## config.mk

```make
export PLATFORM = sky130hd
export DESIGN_NAME = mux_pipe_n_flat
export DESIGN_NICKNAME = d
export VERILOG_FILES = /design/src/rtl/mux_pipe_n_pkg.sv /design/src/rtl/mux_pipe_n_if.sv /design/src/rtl/mux_n_comb.sv /design/src/rtl/mux_pipe_n.sv /design/src/flat_wrapper.sv
export SDC_FILE = /design/constraint.sdc
export NUM_CORES = 1
export LEC_CHECK = 0
export ABC_AREA = 1
export CAP_MARGIN = 20
export CORE_MARGIN = 1.5
export CORE_UTILIZATION = 30
export DETAILED_ROUTE_END_ITERATION = 6
export PLACE_DENSITY = 0.72
export SYNTH_ARGS = -nofsm -noshare
export SYNTH_HDL_FRONTEND = slang
export SYNTH_SLANG_ARGS = --single-unit
export TNS_END_PERCENT = 50
```

## constraint.sdc

```tcl
create_clock -name clk -period 1.5 [get_ports clk]
set_input_delay 0.3 -clock clk [delete_from_list [all_inputs] [get_ports clk]]
set_output_delay 0.3 -clock clk [all_outputs]
set_load 0.02 [all_outputs]
```

## src/rtl/mux_pipe_n_pkg.sv

```systemverilog
// Shared widths and helpers for the N:1 pipelined select mux.
// sel_w() gives the select width, never below 1.
package mux_pipe_n_pkg;

  localparam int WORD_W    = 32;
  localparam int REGADDR_W = 5;

  function automatic int sel_w(input int n);
    return (n <= 2) ? 1 : $clog2(n);
  endfunction

endpackage

```

## src/rtl/mux_pipe_n_if.sv

```systemverilog
// Handshake bundle for mux_pipe_n: input side, output side, flush.
// master drives in_*/sel/flush/out_ready; slave is the mux.
interface mux_pipe_n_if
  import mux_pipe_n_pkg::*;
#(
  parameter int W    = WORD_W,
  parameter int N    = 4,
  parameter int SELW = sel_w(N)
) ();

  logic [N*W-1:0]  in_data;
  logic [SELW-1:0] sel;
  logic            in_valid;
  logic            in_ready;
  logic            flush;
  logic [W-1:0]    out_data;
  logic [SELW-1:0] out_sel;
  logic            out_valid;
  logic            out_ready;
  logic            sel_err;

  modport master (
    output in_data, sel, in_valid,
    output flush, out_ready,
    input  in_ready, out_data, out_sel,
    input  out_valid, sel_err
  );

  modport slave (
    input  in_data, sel, in_valid,
    input  flush, out_ready,
    output in_ready, out_data, out_sel,
    output out_valid, sel_err
  );

endinterface

```

## src/rtl/mux_n_comb.sv

```systemverilog
// Combinational N:1 slice select; word k = in_data[k*W +: W].
// Ports: in_data, sel in; out_data (0 when sel >= N), oor flag out.
module mux_n_comb #(
  parameter int W    = 32,
  parameter int N    = 4,
  parameter int SELW = 2
) (
  input  logic [N*W-1:0]  in_data,
  input  logic [SELW-1:0] sel,
  output logic [W-1:0]    out_data,
  output logic            oor
);

  always_comb begin
    out_data = '0;
    oor      = 1'b1;
    for (int k = 0; k < N; k++) begin
      if (sel == SELW'(k)) begin
        out_data = in_data[k*W +: W];
        oor      = 1'b0;
      end
    end
  end

endmodule

```

## src/rtl/mux_pipe_n.sv

```systemverilog
// Registered N:1 mux with valid/ready, flush and sticky sel_err.
// Ports: clk, rst (async high), bus (mux_pipe_n_if.slave).
// MUX_PIPE_SKID_EN adds a one-word skid so in_ready comes from a flop.
module mux_pipe_n
  import mux_pipe_n_pkg::*;
#(
  parameter int W    = WORD_W,
  parameter int N    = 4,
  localparam int SELW = sel_w(N)
) (
  input logic          clk,
  input logic          rst,
  mux_pipe_n_if.slave  bus
);

  logic [W-1:0]    mux_data;
  logic            mux_oor;
  logic            rdy;
  logic            acc;
  logic            out_valid_q;
  logic [W-1:0]    out_data_q;
  logic [SELW-1:0] out_sel_q;
  logic            sel_err_q;

  mux_n_comb #(
    .W    (W),
    .N    (N),
    .SELW (SELW)
  ) u_mux (
    .in_data  (bus.in_data),
    .sel      (bus.sel),
    .out_data (mux_data),
    .oor      (mux_oor)
  );

  assign acc           = bus.in_valid && rdy;
  assign bus.in_ready  = rdy;
  assign bus.out_valid = out_valid_q;
  assign bus.out_data  = out_data_q;
  assign bus.out_sel   = out_sel_q;
  assign bus.sel_err   = sel_err_q;

  // A flushed word never counts as accepted.
  always_ff @(posedge clk or posedge rst) begin
    if (rst)
      sel_err_q <= 1'b0;
    else if (acc && !bus.flush && mux_oor)
      sel_err_q <= 1'b1;
  end

`ifdef MUX_PIPE_SKID_EN

  logic            skid_valid;
  logic [W-1:0]    skid_data;
  logic [SELW-1:0] skid_sel;

  assign rdy = !rst && !skid_valid;

  // Skid only fills while the output is stalled, so
  // skid_valid implies out_valid and order is kept.
  always_ff @(posedge clk or posedge rst) begin
    if (rst) begin
      out_valid_q <= 1'b0;
      out_data_q  <= '0;
      out_sel_q   <= '0;
      skid_valid  <= 1'b0;
      skid_data   <= '0;
      skid_sel    <= '0;
    end else if (bus.flush) begin
      out_valid_q <= 1'b0;
      skid_valid  <= 1'b0;
    end else if (!out_valid_q || bus.out_ready) begin
      if (skid_valid) begin
        out_valid_q <= 1'b1;
        out_data_q  <= skid_data;
        out_sel_q   <= skid_sel;
        skid_valid  <= 1'b0;
      end else if (acc) begin
        out_valid_q <= 1'b1;
        out_data_q  <= mux_data;
        out_sel_q   <= bus.sel;
      end else begin
        out_valid_q <= 1'b0;
      end
    end else if (acc) begin
      skid_valid <= 1'b1;
      skid_data  <= mux_data;
      skid_sel   <= bus.sel;
    end
  end

`else

  assign rdy = !rst && (!out_valid_q || bus.out_ready);

  always_ff @(posedge clk or posedge rst) begin
    if (rst) begin
      out_valid_q <= 1'b0;
      out_data_q  <= '0;
      out_sel_q   <= '0;
    end else if (bus.flush) begin
      out_valid_q <= 1'b0;
    end else if (acc) begin
      out_valid_q <= 1'b1;
      out_data_q  <= mux_data;
      out_sel_q   <= bus.sel;
    end else if (bus.out_ready) begin
      out_valid_q <= 1'b0;
    end
  end

`endif

endmodule
```

## src/flat_wrapper.sv

```systemverilog
// flat-port wrapper written by rule: the top's interface ports become plain ports
module mux_pipe_n_flat import mux_pipe_n_pkg::*;
#(
  parameter int W    = WORD_W,
  parameter int N    = 4,
  localparam int SELW = sel_w(N)
)
  (clk, rst, bus_in_data, bus_sel, bus_in_valid, bus_flush, bus_out_ready, bus_in_ready, bus_out_data, bus_out_sel, bus_out_valid, bus_sel_err);
  mux_pipe_n_if #(.W(W), .N(N)) bus_i ();
  input logic clk;
  input logic rst;
  input wire logic [$bits(bus_i.in_data)-1:0] bus_in_data;
  input wire logic [$bits(bus_i.sel)-1:0] bus_sel;
  input wire logic [$bits(bus_i.in_valid)-1:0] bus_in_valid;
  input wire logic [$bits(bus_i.flush)-1:0] bus_flush;
  input wire logic [$bits(bus_i.out_ready)-1:0] bus_out_ready;
  output wire logic [$bits(bus_i.in_ready)-1:0] bus_in_ready;
  output wire logic [$bits(bus_i.out_data)-1:0] bus_out_data;
  output wire logic [$bits(bus_i.out_sel)-1:0] bus_out_sel;
  output wire logic [$bits(bus_i.out_valid)-1:0] bus_out_valid;
  output wire logic [$bits(bus_i.sel_err)-1:0] bus_sel_err;
  assign bus_i.in_data = bus_in_data;
  assign bus_i.sel = bus_sel;
  assign bus_i.in_valid = bus_in_valid;
  assign bus_i.flush = bus_flush;
  assign bus_i.out_ready = bus_out_ready;
  assign bus_in_ready = bus_i.in_ready;
  assign bus_out_data = bus_i.out_data;
  assign bus_out_sel = bus_i.out_sel;
  assign bus_out_valid = bus_i.out_valid;
  assign bus_sel_err = bus_i.sel_err;
  mux_pipe_n #(.W(W), .N(N)) u_core (.clk(clk), .rst(rst), .bus(bus_i));
endmodule
```

; ---- Yosys cells after proc, flatten, opt, wreduce, memory -nomap -nowiden
; Index checks and enable logic that the tools add are counted.
[totals]
register_bits = 36
inputBits = 135
out_inout_bits = 37
wordCells = 30
[classes]
n_eq_ne = 3
muxes = 11
bitwise = 1
reduce_logical = 11
[op_table]
columns = operator, n
row1 = $mux W32, 4
row2 = $mux W1, 7
row3 = $eq A2 B2 Y1 const B, 2
row4 = $logic_and A1 B1 Y1, 4
row5 = $logic_not A1 Y1, 3
row6 = $reduce_bool A3 Y1, 1
row7 = $eq A2 B1 Y1 const B, 1
row8 = $logic_not A2 Y1, 1
row9 = $reduce_and A2 Y1, 1
row10 = $logic_or A1 B1 Y1, 1
row11 = $not A1 Y1, 1

; ---- Depth between registers and ports, before layout
[logic_depth]
ltp_word = 6
ltp_mapped = 7
depth_no_buf = 6

; ---- Cells and area by module
; From an unflattened synthesis, not the netlist that was laid out.
[unflattened]
hier_cells = 349
area_unflattened_um2 = 2497.4
[by_module_without_submodules]
columns = mod, instances, cells_per_inst, area_per_inst_um2, seq_area_each_um2
row1 = mux_pipe_n, 1, 161, 1517.7, 900.9
row2 = mux_n_comb, 1, 188, 979.7, 0.0

; ---- Worst setup path before layout
; OpenSTA, ideal clock, no wires.
[synth_timing]
path_kind = input port to flip-flop
startpoint = in rst
endpoint = reg u_core.out_data_q[22] (netlist: u_core.bus.out_data[22])
setup_time_ps = 116
arrival_ps = 1769
t_required_ps = 1384
slack_ps = -385
path_stages = 6
n_path_buf = 2
cell_sequence = inv_1 -> nand3_2 -> buf_2 -> buf_4 -> nand2_1 -> nand2_1
[synth_via]
elab_chain_cells = 4
[synth_lines]
columns = element, line_no
row1 = from (decl), flat_wrapper.sv:11  ; input logic rst;
row2 = $logic_not A1 Y1 (no line), -
row3 = $logic_and A1 B1 Y1, mux_pipe_n.sv:94  ; assign rdy = !rst && (!out_valid_q || bus.out_ready);
row4 = $logic_and A1 B1 Y1, mux_pipe_n.sv:36  ; assign acc = bus.in_valid && rdy;
row5 = $reduce_and A2 Y1 (no line), -
row6 = to (signal assigned), mux_pipe_n.sv:105  ; out_data_q <= mux_data;
row7 = to (decl), mux_pipe_n.sv:21  ; logic [W-1:0] out_data_q;
; No other way between the ends.
; A chain may end at the register's enable or synchronous reset.

; ---- Worst setup path in the final report
[layout_timing]
startpoint = in bus_out_ready
endpoint = out bus_in_ready
[layout_via]
elab_chain_cells = 2
[layout_lines]
columns = element, line_no
row1 = from (decl), flat_wrapper.sv:16  ; input wire logic [$bits(bus_i.out_ready)-1:0] bus_out_ready;
row2 = $logic_or A1 B1 Y1, mux_pipe_n.sv:94
row3 = $logic_and A1 B1 Y1, mux_pipe_n.sv:94
row4 = to (decl), flat_wrapper.sv:17  ; output wire logic [$bits(bus_i.in_ready)-1:0] bus_in_ready;
; No other way between the ends.

==> impl_metrics.yaml <==
clocking:
  clkTransAtPathRegs_ns: 0.07
  root_buffer: "clkbuf_8"
  h_tree_lvl_count: 2
  numClockSinks: 36
  cts_tree: "built"
  cts-root-to-sink-buffers: 2
  insertion_delay_ns: 0.28
  cts.repair_timing.setup_buffer_count: 0
  number_of_buffers_created_by_cts: 5
grt:
  grtUsageTotal_pct: 20.2
  grt_remaining_overflow: 0
  grt_antenna_before_repair: 0
  grt_pass1_wl_um: 13500
  grt_pass1_vias: 2856
  grt_start_max_net_pins: 37
finish:
  num-nets-final: 665
  layout.cells.most_common: "clkdlybuf4s50_1"
  antenna-diode-count: 0
  most-common-layout-cells: "132 x clkdlybuf4s50_1, 131 x nand2_1, 65 x nor2_1"
  area_growth_syn_to_layout_pct: 78.0
  sequential_cell_area_um2: 901
  fraction_of_final_layout_cells_with_drive_strength_greater_than_1_pct: 4.90
  fill_cells: 775
  multi_input_comb_area_um2: 1280
  final_cell_area_um2: 4210
drt:
  drt_drc_violations_left: 0
  vias: 3009
  drt_first_iter_violations: 122
  drt.antenna.violating_nets: 0
  wire_per_inst_um: 13.5
  drt-pass1-iter-count: 4
  wl_um: 8530
  detail_route.vias_per_cell: 4.75
sta:
  worst_path_setup_slack_after_routing_ns: 0.104
  tightestPinTransition_ns: 0.473
  fmaxAchievable_ghz: 0.717
  setup_violations: 0
  finalHoldViolCount: 0
  finalClockSkew_ns: 0.00490
  finalMaxSlewViolations: 0
  fin_crit_ns: 1.40
  setup_tns_ns: 0
  finalCritPeriodShare_pct: 93.0
  relSlewSlack_pct: 68.5
  grt_setup_unrepaired: "no"
synthesis:
  synthesis.nets: 503
  syn_area_per_cell_um2: 6.43
  ys.warnings.count: 0
  netlist.area_leader.share_pct: 38.1
  yosysSeqAreaShare_pct: 38.1
  ys_seq_elements: 36
  synth_area_leaders: "dfrtp_1 38%, nand2_1 21%, nand3_1 14%"
  yosys.cell_types.count: 16
  synth_top_area_cell: "dfrtp_1"
  syn-cell-area_um2: 2360
  post_synth_inst_count: 368
setup_path:
  cp.depth: 4
  crit_path_cell_trace: "clkdlybuf4s50_1, inv_1, a21oi_1, buf_2"
  critPathSlowestCell: "clkdlybuf4s50_1"
  worst_path_largest_cell_delay_ns: 0.45
  worst-endpoint-required_ns: 1.20
  rr_worst_depth: 6
  worstPathArrival_ns: 1.10
  worstPathBufferInverterCount: 3
  crit_family: "buffers and inverters"
  critPathMaxFanout: 2
  worstSetupEndpointType: "output port"
  worstSetupPathType: "in -> out"
  worstSetupStartpointType: "input port"
power_and_ir_drop:
  total_leakage_power_nw: 2.05
  power_density_nw_per_um2: 771
  total_power_mw: 3.24
  irDropWorstVdd_mv: 0.331
die:
  floorplan.core_area_um2: 7690
  fp.dieH_um: 91.8
  io_pins: 172
  die_area_um2: 8420
  floorplan.die.width_um: 91.8
  floorplan.initialDensity_pct: 30.8
  num_rows: 32
worst_hold_path:
  holdPathStages: 0
  holdCritPathClass: "reg -> reg"
placement:
  routabilityCongestion: 0.770
  pre_cts_slack_ns: -0.328
  dp_hpwl_um: 6170
  placed_cell_area_um2: 4170
  numPortBuffers: 171
flow_run:
  cap_viol_max_count: 0
run_status:
  outcome: "complete, no violations"
[what timing repair did]
action	4_1_cts	5_1_grt
hold buffers	0	0
endpoints found under the setup margin	37	1
resized for setup	39	1
[layer usage]
layer / share of wire, % / GRT usage (%) / wire length, um
met5: 0 / 0 / 0
met1: 41 / 23.3 / 3520
met2: 49 / 36.4 / 4170
met4: 1.4 / 5.38 / 116
met3: 8.5 / 5.72 / 723
[Yosys cell counts (all sizes together)]
library cell	n
nand2	132
a21oi	1
nor2	66
inv	5
buf	18
o21ai	35
nand3	65
clkbuf	10
dfrtp	36
[where the power goes]
group	leakage, nW	internal [mW]	switching (mW)	total (mW)
Combinational	1.55	0.642	0.653	1.30
Clock	0.0455	0.375	0.339	0.714
Sequential	0.455	1.15	0.0886	1.24
Total	2.05	2.16	1.08	3.24
[sequential cells by signal, indices dropped and copies added, names as in the netlist]
register	flops
u_core.bus.out_sel	2
u_core.bus.sel_err	1
u_core.bus.out_data	32
u_core.bus.out_valid	1
[logic make-up after synthesis]
group	share of synthesized area (%)
and+or+nand+nor	46.0
buffers and inverters	8.25
AOI/OAI and AO/OA	7.62
DFF	38.1
[layout make-up]
class / count / area share (%)
Timing Repair Buffer: 183 / 42.6
Multi-Input combinational cell: 299 / 30.3
Sequential cell: 36 / 21.4
Tap cell: 102 / 3.03
Clock buffer: 8 / 2.14
Inverter: 5 / 0.535
[metrics by stage]
stage,cells,utilization (%),hold WS (ns)
finish,633,54.8,0.372
global route,633,54.8,0.389
CTS,633,54.8,0.378
detailed placement,625,54.2,0.365
global placement,625,54.2,0.368
floorplan,368,-,0.269
[path summary, 6_finish.rpt]
| kind | startpoint | end | slack (ns) |
|---|---|---|---|
| setup / recovery | bus_out_ready | bus_in_ready | 0.10 |
| hold / removal | u_core.bus.sel_err$_DFFE_PP0P_ | u_core.bus.sel_err$_DFFE_PP0P_ | 0.37 |
| setup reg to reg | u_core.bus.out_valid$_DFFE_PP0P_ | u_core.bus.out_data[4]$_DFFE_PP0P_ | 0.36 |
| hold reg to reg | u_core.bus.sel_err$_DFFE_PP0P_ | u_core.bus.sel_err$_DFFE_PP0P_ | 0.37 |
| max in group asynchronous | rst | u_core.bus.out_data[10]$_DFFE_PP0P_ | 0.59 |
| min in group asynchronous | rst | u_core.bus.out_data[25]$_DFFE_PP0P_ | 0.56 |
(Power assumes the default switching activity.)
